<file path="config.mk">
export PLATFORM = sky130hd
export DESIGN_NAME = bin_bcd_conv
export DESIGN_NICKNAME = d
export VERILOG_FILES = /design/src/rtl/bin_bcd_conv.sv
export SDC_FILE = /design/constraint.sdc
export NUM_CORES = 1
export LEC_CHECK = 0
export CORE_ASPECT_RATIO = 0.5
export CORE_MARGIN = 3
export CORE_UTILIZATION = 55
export DETAILED_ROUTE_END_ITERATION = 8
export GPL_ROUTABILITY_DRIVEN = 0
export MAX_ROUTING_LAYER = met4
export PLACE_DENSITY_LB_ADDON = 0.2
export SYNTH_ARGS = -nofsm -noshare
export SYNTH_HDL_FRONTEND = slang
export SYNTH_SLANG_ARGS = --single-unit
export TNS_END_PERCENT = 1
</file>
<file path="constraint.sdc">
create_clock -name clk -period 3.4 [get_ports clk]
set_clock_uncertainty 0.2 [all_clocks]
set_input_delay 0.68 -clock clk [delete_from_list [all_inputs] [get_ports clk]]
set_output_delay 0.68 -clock clk [all_outputs]
set_load 0.005 [all_outputs]
</file>
<file path="src/rtl/bin_bcd_conv.sv">
// bin_bcd_conv: sequential binary-to-BCD encoder (shift-and-add-3, one bit
// per clock). Feeds packed BCD digits to the BCD/7-segment decoder blocks.
//
// Handshake: a conversion is accepted on any rising edge where start=1 and
// the block is idle (busy=0). busy is high from the accepting edge until the
// edge that loads the result. done pulses high for exactly one cycle, the
// first idle cycle after the load, and bcd/ovf are valid from that cycle
// until the next completion. start is ignored while busy. bin is only
// sampled on the accepting edge.
module bin_bcd_conv #(
    parameter int BIN_W  = 8,
    parameter int DIGITS = 3
) (
    input  logic                clk,
    input  logic                rst,
    input  logic                start,
    input  logic [BIN_W-1:0]    bin,
    output logic                busy,
    output logic                done,
    output logic [4*DIGITS-1:0] bcd,
    output logic                ovf,
    output logic [1:0]          o_dbg_state
);

    localparam int CNT_W = $clog2(BIN_W + 1);
    localparam int BCD_W = 4 * DIGITS;

    typedef enum logic [1:0] {
        ST_IDLE  = 2'd0,
        ST_SHIFT = 2'd1,
        ST_LOAD  = 2'd2
    } state_t;

    state_t             r_state;
    state_t             w_next;

    logic [BIN_W-1:0]   r_bin;      // remaining binary bits, MSB shifts out first
    logic [BCD_W-1:0]   r_scr;      // BCD scratch being built
    logic [BCD_W-1:0]   w_adj;      // scratch after the add-3 correction
    logic [CNT_W-1:0]   r_cnt;      // bits still to shift
    logic               r_sticky;   // any bit lost off the top of the scratch
    logic [BCD_W-1:0]   r_bcd;
    logic               r_ovf;
    logic               r_done;

    logic               w_accept;
    logic               w_shift;
    logic               w_load;
    logic               w_last;
    logic               w_busy;

    // State register.
    always_ff @(posedge clk) begin
        if (rst) begin
            r_state <= ST_IDLE;
        end else begin
            r_state <= w_next;
        end
    end

    // Next-state logic: IDLE -> SHIFT on start, SHIFT until the last bit, then one LOAD cycle.
    always_comb begin
        w_next = r_state;
        case (r_state)
            ST_IDLE:  if (start)  w_next = ST_SHIFT;
            ST_SHIFT: if (w_last) w_next = ST_LOAD;
            ST_LOAD:              w_next = ST_IDLE;
            default:              w_next = ST_IDLE;
        endcase
    end

    // Output/control decode from the current state.
    always_comb begin
        w_accept    = (r_state == ST_IDLE) && start;
        w_shift     = (r_state == ST_SHIFT);
        w_load      = (r_state == ST_LOAD);
        w_busy      = (r_state != ST_IDLE);
        w_last      = (r_cnt == CNT_W'(1));
        o_dbg_state = r_state;
    end

    // Add-3 correction: every digit of 5 or more is bumped so the shift carries in decimal.
    always_comb begin
        w_adj = r_scr;
        for (int k = 0; k < DIGITS; k++) begin
            if (r_scr[4*k +: 4] >= 4'd5) begin
                w_adj[4*k +: 4] = r_scr[4*k +: 4] + 4'd3;
            end
        end
    end

    // Conversion datapath: load on accept, then one corrected shift per SHIFT cycle.
    always_ff @(posedge clk) begin
        if (rst) begin
            r_bin    <= '0;
            r_scr    <= '0;
            r_cnt    <= '0;
            r_sticky <= 1'b0;
        end else if (w_accept) begin
            r_bin    <= bin;
            r_scr    <= '0;
            r_cnt    <= CNT_W'(BIN_W);
            r_sticky <= 1'b0;
        end else if (w_shift) begin
            // The digit shifted off the top is worth exactly 10^DIGITS, so the
            // scratch keeps the low digits and the lost carry flags overflow.
            r_scr    <= {w_adj[BCD_W-2:0], r_bin[BIN_W-1]};
            r_bin    <= r_bin << 1;
            r_cnt    <= r_cnt - CNT_W'(1);
            r_sticky <= r_sticky | w_adj[BCD_W-1];
        end
    end

    // Result registers: updated only in LOAD, done pulses for the following cycle.
    always_ff @(posedge clk) begin
        if (rst) begin
            r_bcd  <= '0;
            r_ovf  <= 1'b0;
            r_done <= 1'b0;
        end else begin
            r_done <= w_load;
            if (w_load) begin
                r_bcd <= r_scr;
                r_ovf <= r_sticky;
            end
        end
    end

    assign busy = w_busy;
    assign done = r_done;
    assign bcd  = r_bcd;
    assign ovf  = r_ovf;

endmodule

</file>
==> metrics <==
initial core utilization 0.630; fin crit share 0.680; switching power about 240 uW; Yosys reg bits 41; post-synthesis sequential area ratio 0.457; All-Layer GR Usage 0.222; Residual DRC 0; DR vias ~1600; Net Sw Frac 0.227; Async S/R FF share, synth 0; IO Count 28; final wirelength between 3 and 4 mm; largest net degree at the start of global routing 23; Slew Viols, Final 0; Reg power frac 0.472; cell with the most instances after synthesis dfxtp_1; drt pass-1 iters 4; post-route setup TNS 0 ns; CTS Buffer Depth 2; Clock transition at path regs ~0.080 ns; CP max-delay cell clkdlybuf4s50_1; Commonest cells post-synth dfxtp_1, nand2_1, a21oi_1, nor2_1; Critical Path AT ~1.4 ns; core area about 2800 sq um; CTS Hold Bufs 0; synthesized area 1790 sq um; Critical Path RT between 2 and 3 ns; 1st-iter DRT viols 81; worst slew pin tran 0.861 ns; Clock Power Share 0.432; vias in the first global route between 1000 and 1500; status complete, no violations; worst r2r src o_dbg_state[0]; Tmin final ~2.3 ns; Startpoint Class register; share of cells above drive strength 1 0.0628; Internal 830 uW; final layout net count ~260; critical path peak fanout 7; Setup CP Type reg -> out; top post-synthesis cells by area dfxtp_1, a21oi_1, nand2_1, ha_1, a22oi_1; CTS tree done; Yosys top cell by area dfxtp_1; hold slack roughly 0.25 ns; first-pass GRT wire length around 6.5 mm; Inserted Clock Buffers 5; die area just over 4000 sq um; Bufs and invs on worst path 1; crit path launch o_dbg_state[1]; later-pin clock latency in the skew report ~0.29 ns; pwr/cell area roughly 500 nW/um^2; H-tree levels 2; WP depth 2; setup repair after global routing missed its margin false; Root Buffer clkbuf_8; Cell Chain, Critical Path or2_2 > clkdlybuf4s50_1; Post-Synthesis Cells between 200 and 250; HP Class reg -> reg; Synth top area share 0.457; reg2reg setup slack ~1.5 ns; Slew headroom 0.425; Filler Cells Inserted slightly above 200; CP endpoint busy; antenna fix cells 0; placed inst area around 2100 sq um; vias per cell 5.75; dpl hpwl roughly 2.6 mm; total grt overflow 0; Worst R2R End r_scr[1]; Logic pwr share 0.096; EDFF count, synth 0; chip height 46.4 microns; Crit. End Element output port; synth unique cells 32; top_reg_cell synth dfxtp_1; Synthesized Nets 233; Buffers on Ports 27; Pleak between 0.0007 and 0.0008 uW; Max IR drop VDD 441 uV; Max Cap Viol 0; row count 13; die width between 80 and 90 microns; antenna violations before repair 0; Crit path largest cell delay roughly 0.45 ns; postcts setup bufs 0; Clock Sinks about 40; Setup violations, final 0; cell family with most CP delay buffers and inverters; ANT nets after route 0; R2R cell count 5; Finished Cell Area ~2200 sq um; CTS resizes 0; Hold Violations, Final 0; max frequency about 0.43 GHz; syn avg cell area around 8.4 sq um; Yosys Warn Count 0; Area Growth Syn to Fin 23.0%; drt wl/cell between 10 and 15 microns
area by class of cell:
type                            count  area [sq um]  area share
Clock buffer                        5          68.8      0.0312
Clock inverter                      3          65.1      0.0295
Inverter                            8          30.0      0.0136
Multi-Input combinational cell    152           883       0.400
Sequential cell                    41           821       0.372
Tap cell                           37          46.3      0.0210
Timing Repair Buffer               30           293       0.133
worst register-to-register path: stages, from the launching register on:
cell and delay, ns:
dfxtp_1 0.44, nor2b_2 0.53, buf_4 0.33, nor2_1 0.07, a31oi_1 0.17, a21oi_1 0.08
cells in the final DEF, fill, tap and decap left out, types with 2 or more instances in the layout:
| master | count |
|---|---|
| nand3_1 | 3 |
| inv_1 | 8 |
| clkdlybuf4s50_1 | 27 |
| o21ai_0 | 6 |
| buf_4 | 3 |
| nor2_1 | 14 |
| nor3b_1 | 2 |
| clkbuf_8 | 5 |
| a41oi_1 | 3 |
| a22oi_1 | 7 |
| ha_1 | 8 |
| a21oi_1 | 32 |
| bufinv_16 | 2 |
| nand2_1 | 39 |
| a22o_1 | 3 |
| nor3_1 | 3 |
| a211oi_1 | 6 |
| dfxtp_1 | 41 |
| a31oi_1 | 4 |
| a2111oi_0 | 3 |
| nand2b_1 | 5 |
| mux2i_1 | 3 |
worst min-delay path by stage:
stage | from | slack (ns) | cells past startpoint | endpoint
5_1_grt | r_bin[3] | 0.28 | 2 | r_bin[3]
3_3_place_gp | bcd[1] | 0.24 | 2 | bcd[1]
6_report | bcd[7] | 0.25 | 2 | bcd[7]
3_5_place_dp | ovf | 0.25 | 2 | ovf
4_1_cts | bcd[7] | 0.26 | 2 | bcd[7]
2_1_floorplan | r_sticky | 0.23 | 2 | ovf
metal layers:
layer,global-route usage,up-vias,part of all wire,wire length (microns)
li1,-,793,-,-
met1,0.278,745,0.48,1840
met2,0.351,42,0.44,1680
met3,0.0625,8,0.063,240
met4,0.0745,0,0.011,42
met5,-,-,0,0
state kept, by name, indices dropped and copies added (netlist names):
register	count
r_bin	8
r_sticky	1
ovf	1
r_cnt	4
o_dbg_state	2
r_scr	12
done	1
bcd	12
kinds of logic after synthesis:
family	Yosys count	share of synthesized area
xor gates and xnor gates	2	0.00976
DFF	41	0.457
adders and majority gates	8	0.0558
AOI/OAI and AO/OA	65	0.223
muxes	3	0.0167
and+or+nand+nor	74	0.185
buffers and inverters	21	0.0516
power groups by stage:
stage	combinational, uW	clock (uW)	sequential, uW
floorplan	71.5	0	515
finish	104	464	507
global placement	99.2	0	517
CTS	104	469	507
detailed placement	102	0	518
global route	116	493	509
per-stage QoR:
stage / util / total power, uW / worst slack, ns / cells
final: 0.775 / 1070 / 1.09 / 276
after global routing: 0.775 / 1120 / 1.02 / 276
after CTS: 0.775 / 1080 / 1.08 / 276
after detailed placement: 0.728 / 620 / 0.986 / 268
after global placement: 0.728 / 616 / 1.06 / 268
after floorplan: - / 587 / 1.73 / 214
No activity file was read; power rests on OpenSTA's default activity.
